===== src/rtl/acs_scheduler_pkg.sv =====
// acs_pkg: shared FSM encoding and default operand width for the ACS scheduler.
package acs_pkg;
   localparam int W_DEF = 4;
   typedef enum logic [1:0] {IDLE, EXEC, RESP} state_e;
endpackage


===== src/rtl/acs_scheduler_if.sv =====
// acs_scheduler_if: request, shared add/sub unit and response signals of the ACS scheduler.
interface acs_scheduler_if #(parameter int W = acs_pkg::W_DEF);
   logic         req0_valid, req1_valid;
   logic [W-1:0] req0_a, req0_b, req1_a, req1_b;
   logic         req0_sel, req1_sel;
   logic         req0_ready, req1_ready;
   logic [W-1:0] acs_a, acs_b, acs_out;
   logic         acs_sel, acs_cob;
   logic         rsp_valid, rsp_id, rsp_cob, rsp_ready;
   logic [W-1:0] rsp_out;
   modport master (
      output req0_valid, req1_valid, req0_a, req0_b, req1_a, req1_b, req0_sel, req1_sel,
      input  req0_ready, req1_ready,
      input  acs_a, acs_b, acs_sel,
      output acs_out, acs_cob,
      input  rsp_valid, rsp_id, rsp_out, rsp_cob,
      output rsp_ready
   );
   modport slave (
      input  req0_valid, req1_valid, req0_a, req0_b, req1_a, req1_b, req0_sel, req1_sel,
      output req0_ready, req1_ready,
      output acs_a, acs_b, acs_sel,
      input  acs_out, acs_cob,
      output rsp_valid, rsp_id, rsp_out, rsp_cob,
      input  rsp_ready
   );
endinterface


===== src/rtl/acs_scheduler_rr_arb2.sv =====
// rr_arb2: two-way round-robin pick; the pointer names the preferred requester.
module rr_arb2 (
   input  logic [1:0] valid_i,
   input  logic       ptr_i,
   output logic [1:0] gnt_o
);
   assign gnt_o[0] = valid_i[0] & (~ptr_i | ~valid_i[1]);
   assign gnt_o[1] = valid_i[1] & (ptr_i | ~valid_i[0]);
endmodule


===== src/rtl/acs_scheduler.sv =====
// acs_scheduler: arbitrates two requesters onto one external add/sub unit and holds
// each result until the consumer takes it; counts grants per requester.
module acs_scheduler
   import acs_pkg::*;
#(
   parameter int W     = W_DEF,
   parameter int CNT_W = 8
) (
   input  logic             clk,
   input  logic             rst_n,
   acs_scheduler_if.slave   bus,
   output logic [CNT_W-1:0] gnt_cnt0,
   output logic [CNT_W-1:0] gnt_cnt1
);
   state_e           state_q, state_d;
   logic             ptr_q, ptr_d, id_q, id_d, sel_q, sel_d, cob_q, cob_d;
   logic [W-1:0]     a_q, a_d, b_q, b_d, out_q, out_d;
   logic [CNT_W-1:0] cnt0_q, cnt0_d, cnt1_q, cnt1_d;
   logic [1:0]       gnt, rdy;

   rr_arb2 u_arb (
      .valid_i({bus.req1_valid, bus.req0_valid}),
      .ptr_i  (ptr_q),
      .gnt_o  (gnt)
   );

   always_comb begin
      state_d = state_q;
      ptr_d   = ptr_q;
      id_d    = id_q;
      a_d     = a_q;
      b_d     = b_q;
      sel_d   = sel_q;
      out_d   = out_q;
      cob_d   = cob_q;
      cnt0_d  = cnt0_q;
      cnt1_d  = cnt1_q;
      rdy     = 2'b00;
      case (state_q)
         IDLE: begin
            rdy = gnt & {2{rst_n}};
            if (|gnt) begin
               state_d = EXEC;
               id_d    = gnt[1];
               a_d     = gnt[1] ? bus.req1_a : bus.req0_a;
               b_d     = gnt[1] ? bus.req1_b : bus.req0_b;
               sel_d   = gnt[1] ? bus.req1_sel : bus.req0_sel;
               cnt0_d  = cnt0_q + CNT_W'(gnt[0] & ~&cnt0_q);
               cnt1_d  = cnt1_q + CNT_W'(gnt[1] & ~&cnt1_q);
            end
         end
         EXEC: begin
            out_d   = bus.acs_out;
            cob_d   = bus.acs_cob;
            state_d = RESP;
         end
         RESP: begin
            // the requester just served yields priority to the other one
            if (bus.rsp_ready) begin
               state_d = IDLE;
               ptr_d   = ~id_q;
            end
         end
         default: state_d = IDLE;
      endcase
   end

   always_ff @(posedge clk or negedge rst_n) begin
      if (!rst_n) begin
         state_q <= IDLE;
         ptr_q   <= 1'b0;
         id_q    <= 1'b0;
         a_q     <= '0;
         b_q     <= '0;
         sel_q   <= 1'b0;
         out_q   <= '0;
         cob_q   <= 1'b0;
         cnt0_q  <= '0;
         cnt1_q  <= '0;
      end else begin
         state_q <= state_d;
         ptr_q   <= ptr_d;
         id_q    <= id_d;
         a_q     <= a_d;
         b_q     <= b_d;
         sel_q   <= sel_d;
         out_q   <= out_d;
         cob_q   <= cob_d;
         cnt0_q  <= cnt0_d;
         cnt1_q  <= cnt1_d;
      end
   end

   assign bus.req0_ready = rdy[0];
   assign bus.req1_ready = rdy[1];
   assign bus.acs_a      = a_q;
   assign bus.acs_b      = b_q;
   assign bus.acs_sel    = sel_q;
   assign bus.rsp_valid  = state_q == RESP;
   assign bus.rsp_id     = id_q;
   assign bus.rsp_out    = out_q;
   assign bus.rsp_cob    = cob_q;
   assign gnt_cnt0       = cnt0_q;
   assign gnt_cnt1       = cnt1_q;
endmodule


===== src/flat_wrapper.sv =====
// flat-port wrapper written by rule: the top's interface ports become plain ports
module acs_scheduler_flat import acs_pkg::*;
#(
   parameter int W     = W_DEF,
   parameter int CNT_W = 8
)
  (clk, rst_n, gnt_cnt0, gnt_cnt1, bus_req0_valid, bus_req1_valid, bus_req0_a, bus_req0_b, bus_req1_a, bus_req1_b, bus_req0_sel, bus_req1_sel, bus_req0_ready, bus_req1_ready, bus_acs_a, bus_acs_b, bus_acs_sel, bus_acs_out, bus_acs_cob, bus_rsp_valid, bus_rsp_id, bus_rsp_out, bus_rsp_cob, bus_rsp_ready);
  acs_scheduler_if #(.W(W)) bus_i ();
  input  logic clk;
  input  logic rst_n;
  output logic [CNT_W-1:0] gnt_cnt0;
  output logic [CNT_W-1:0] gnt_cnt1;
  input wire logic [$bits(bus_i.req0_valid)-1:0] bus_req0_valid;
  input wire logic [$bits(bus_i.req1_valid)-1:0] bus_req1_valid;
  input wire logic [$bits(bus_i.req0_a)-1:0] bus_req0_a;
  input wire logic [$bits(bus_i.req0_b)-1:0] bus_req0_b;
  input wire logic [$bits(bus_i.req1_a)-1:0] bus_req1_a;
  input wire logic [$bits(bus_i.req1_b)-1:0] bus_req1_b;
  input wire logic [$bits(bus_i.req0_sel)-1:0] bus_req0_sel;
  input wire logic [$bits(bus_i.req1_sel)-1:0] bus_req1_sel;
  output wire logic [$bits(bus_i.req0_ready)-1:0] bus_req0_ready;
  output wire logic [$bits(bus_i.req1_ready)-1:0] bus_req1_ready;
  output wire logic [$bits(bus_i.acs_a)-1:0] bus_acs_a;
  output wire logic [$bits(bus_i.acs_b)-1:0] bus_acs_b;
  output wire logic [$bits(bus_i.acs_sel)-1:0] bus_acs_sel;
  input wire logic [$bits(bus_i.acs_out)-1:0] bus_acs_out;
  input wire logic [$bits(bus_i.acs_cob)-1:0] bus_acs_cob;
  output wire logic [$bits(bus_i.rsp_valid)-1:0] bus_rsp_valid;
  output wire logic [$bits(bus_i.rsp_id)-1:0] bus_rsp_id;
  output wire logic [$bits(bus_i.rsp_out)-1:0] bus_rsp_out;
  output wire logic [$bits(bus_i.rsp_cob)-1:0] bus_rsp_cob;
  input wire logic [$bits(bus_i.rsp_ready)-1:0] bus_rsp_ready;
  assign bus_i.req0_valid = bus_req0_valid;
  assign bus_i.req1_valid = bus_req1_valid;
  assign bus_i.req0_a = bus_req0_a;
  assign bus_i.req0_b = bus_req0_b;
  assign bus_i.req1_a = bus_req1_a;
  assign bus_i.req1_b = bus_req1_b;
  assign bus_i.req0_sel = bus_req0_sel;
  assign bus_i.req1_sel = bus_req1_sel;
  assign bus_req0_ready = bus_i.req0_ready;
  assign bus_req1_ready = bus_i.req1_ready;
  assign bus_acs_a = bus_i.acs_a;
  assign bus_acs_b = bus_i.acs_b;
  assign bus_acs_sel = bus_i.acs_sel;
  assign bus_i.acs_out = bus_acs_out;
  assign bus_i.acs_cob = bus_acs_cob;
  assign bus_rsp_valid = bus_i.rsp_valid;
  assign bus_rsp_id = bus_i.rsp_id;
  assign bus_rsp_out = bus_i.rsp_out;
  assign bus_rsp_cob = bus_i.rsp_cob;
  assign bus_i.rsp_ready = bus_rsp_ready;
  acs_scheduler #(.W(W), .CNT_W(CNT_W)) u_core (.clk(clk), .rst_n(rst_n), .bus(bus_i), .gnt_cnt0(gnt_cnt0), .gnt_cnt1(gnt_cnt1));
endmodule

===== config.mk =====
export PLATFORM = sky130hd
export DESIGN_NAME = acs_scheduler_flat
export DESIGN_NICKNAME = d
export VERILOG_FILES = /design/src/rtl/acs_scheduler_pkg.sv /design/src/rtl/acs_scheduler_if.sv /design/src/rtl/acs_scheduler_rr_arb2.sv /design/src/rtl/acs_scheduler.sv /design/src/flat_wrapper.sv
export SDC_FILE = /design/constraint.sdc
export NUM_CORES = 1
export LEC_CHECK = 0
export CAP_MARGIN = 5
export CORE_MARGIN = 4
export CORE_UTILIZATION = 30
export DETAILED_ROUTE_END_ITERATION = 8
export PLACE_DENSITY = 0.58
export SLEW_MARGIN = 5
export SYNTH_ARGS = -nofsm -noshare
export SYNTH_HDL_FRONTEND = slang
export SYNTH_HIERARCHICAL = 1
export SYNTH_SLANG_ARGS = --single-unit

===== constraint.sdc =====
create_clock -name clk -period 4.25 [get_ports clk]
set_input_delay 0.6375 -clock clk [delete_from_list [all_inputs] [get_ports clk]]
set_output_delay 0.6375 -clock clk [all_outputs]
set_load 0.05 [all_outputs]

==> flow_summary.yaml <==
status:
  status: "finished, final reports clean"
worst_setup_path:
  crit_arrival_ns: 2.53
  r2r_end: "u_core/gnt_cnt1[4]"
  crit_cells: 4
  start_kind: "input pin"
  rr_worst_depth: 7
  path_common_cell: "clkdlybuf4s50_1"
  crit_buf_inv: 2
  path_class: "in -> out"
  rrSetupSlack_ns: 2.14
  cp-startpoint: "bus_req0_valid"
  crit_family: "buffers and inverters"
  crit_fanout: 5
  crit_slowest_cell: "clkdlybuf4s50_1"
  r2r_start: "u_core/ptr_q"
  crit_end: "bus_req0_ready"
  worstSetupEndpointType: "output pin"
  slowest_delay_ns: 0.80
  cp.required_ns: 3.61
  critical_path.cell_chain: "clkdlybuf4s50_1 > a21boi_1 > and3_1 > clkdlybuf4s50_1"
yosys:
  synth_top_area_frac: 0.548
  avgSynthCellArea_um2: 11.1
  yosysMostFrequentCell: "dfrtp_1"
  seq_area_frac_synth: 0.548
  synthTopCellsByArea: "dfrtp_1 55%, nand2_1 6.8%, mux2i_1 5.8%, xnor2_1 4.5%, mux2_2 3.6%"
  synthArstFlopShare: 1.00
  synth-warning-count: 6
  synth_cell_type_count: 24
  synth_commonest_cells: "34 x dfrtp_1, 28 x nand2_1, 11 x o21ai_0, 9 x mux2i_1, 8 x xnor2_1"
  synth.net_count: 172
  synthFlopType: "dfrtp_1"
  yosys.area.top_type: "dfrtp_1"
  synth_seq_cells: 34
  syn_area_um2: 1550
  synth-edff-count: 0
  syn_inst: 140
global_routing:
  grt_overflow_total: 0
  grt.busiest_layer: "met2"
  grtUsageMet1: 0.141
  grt_max_degree: 31
  grt_pass1_wl_um: 5980
  grtUsageMet2: 0.209
  grt_usage: 0.123
  use_met3: 0.0451
  antenna_found_initial: 0
  grt_pass1_vias: 1294
routing:
  wirelength_um: 3610
  dr.pass1.iters: 4
  wire_per_inst_um: 13.3
  antenna_left: 0
  drcViolationCount: 0
  vias: 1242
  drt_iter0_drc: 28
  via_per_inst: 4.57
floorplan:
  ios: 62
  die_x_um: 79.9
  start_util: 0.318
  die_h_um: 79.9
  core-area_um2: 4880
  dieArea_um2: 6390
  std_cell_rows: 25
placement:
  placed_cells: 264
  placed_cell_area_um2: 2230
  dp_worst_setup_slack_ns: 1.07
  portBuffers: 61
  place_congestion: 0.708
  dpl.hpwl_um: 2770
sta:
  whs_ns: 0.480
  hold_viol_final: 0
  setup_viol: 0
  setup-tns-final_ns: 0
  skew_ns: 0.00367
  final.min_clock_period_ns: 3.17
  tightest_slew_ns: 0.906
  finalWorstSetupSlack_ns: 1.08
  min_period_over_period: 0.745
  fmax_mhz: 316
  rsz0062_at_grt: "false"
  slew_viol_final: 0
  relSlewSlack: 0.396
finish:
  stdcell_count: 272
  fin_area_um2: 2340
  multi_input_area_um2: 658
  syn_to_final_growth_pct: 50.7
  n_antenna_cell: 0
  utilization: 0.479
  layout.filler_cells: 465
  drive_above_1_share: 0.102
  fin_nets: 236
  regArea_um2: 851
clocking:
  numClockSinks: 34
  root_buffer: "clkbuf_8"
  clock_latency_ns: 0.28
  cts_hold_buf: 0
  htreeDepth: 2
  tritoncts: "done"
  cts_made_buffers: 5
  post_cts_buffers: 0
  cts_resized: 0
  clk_transition_reported_paths_ns: 0.06
  clk_path_buf_depth: 2
power_and_ir_drop:
  peakVddDrop_v: 0.000349
  p_int_mw: 0.926
  switching_share: 0.472
  clkPwrFrac: 0.156
  p_leak_nw: 1.04
  fin_total_pwr_mw: 1.75
  seq_power_share: 0.315
  switchingPower_mw: 0.827
  comb_power_share: 0.528
  power.density_nw_per_um2: 749
hold_path:
  hold_start: "u_core/bus.acs_a[2]"
  hold_class: "reg -> reg"
flow_run:
  cap_violations: 0
## sequential cells by signal (all words and copies together) (netlist names)
signal              flops
u_core/bus.rsp_id       1
u_core/gnt_cnt1         8
u_core/ptr_q            1
u_core/bus.acs_sel      1
u_core/state_q          2
u_core/gnt_cnt0         8
u_core/bus.rsp_out      4
u_core/bus.acs_b        4
u_core/bus.rsp_cob      1
u_core/bus.acs_a        4
## cell families (layout without fill, tap and decap cells)
group	count (synthesis)	after routing	synth area share
flops	34	34	0.548
mux	14	14	0.0943
simple gates	50	50	0.161
compound gates	17	17	0.0661
xor+xnor	12	12	0.0677
buf+inv	9	74	0.0306
fa+ha+maj	4	4	0.0322
## cell type report
class                      count  share of cell area
sequential                    34               0.364
multi-input combinational     97               0.281
timing repair buffer          63               0.267
clock buffer                   8              0.0471
tap                           67              0.0358
inverter                       3             0.00481
## power groups by stage
stage	clock, mW	sequential, mW	combinational, mW
global placement	0	0.553	0.923
finish	0.274	0.553	0.926
global route	0.297	0.572	0.987
CTS	0.285	0.554	0.937
floorplan	0	0.904	0.274
detailed placement	0	0.555	0.938
## layer usage
layer	routed length [µm]	vias up
met5	0	-
met4	31	0
met3	223	2
met2	1830	40
met1	1520	592
li1	-	608
## placed cells by master, fill, tap and decap left out
master and n:
o21ai_2 1, o21ai_0 11, o21a_1 2, nor3_1 2, nand4_1 6, inv_2 1, nand3_1 4, nor2_4 1
nor2_1 1, a21boi_2 1, a22o_1 1, clkdlybuf4s50_1 61, a21boi_1 1, nor4_2 2, xnor2_1 8, and3_1 4
ha_1 4, inv_1 2, nand2_1 28, clkbuf_8 8, dfrtp_1 34, nand2b_1 2, buf_4 2, xor2_1 4
mux2i_1 9, mux2_2 5
## how the worst min path moves through the flow
stage                           to  slack (ns)  cells after the start
3_5_place_dp   u_core/bus.acs_a[2]        0.47                      2
5_1_grt         u_core/gnt_cnt1[5]        0.50                      1
3_3_place_gp   u_core/bus.acs_a[2]        0.47                      2
4_1_cts        u_core/bus.acs_a[2]        0.49                      2
6_report       u_core/bus.acs_a[2]        0.48                      2
2_1_floorplan  u_core/bus.acs_a[0]        0.34                      0
## worst min-delay path, cell delays in order, from the launching register on
cell and delay [ns]:
dfrtp_1 0.34, nand2_1 0.05, o21ai_0 0.06
Note: power is estimated with default switching activity, not from simulation.
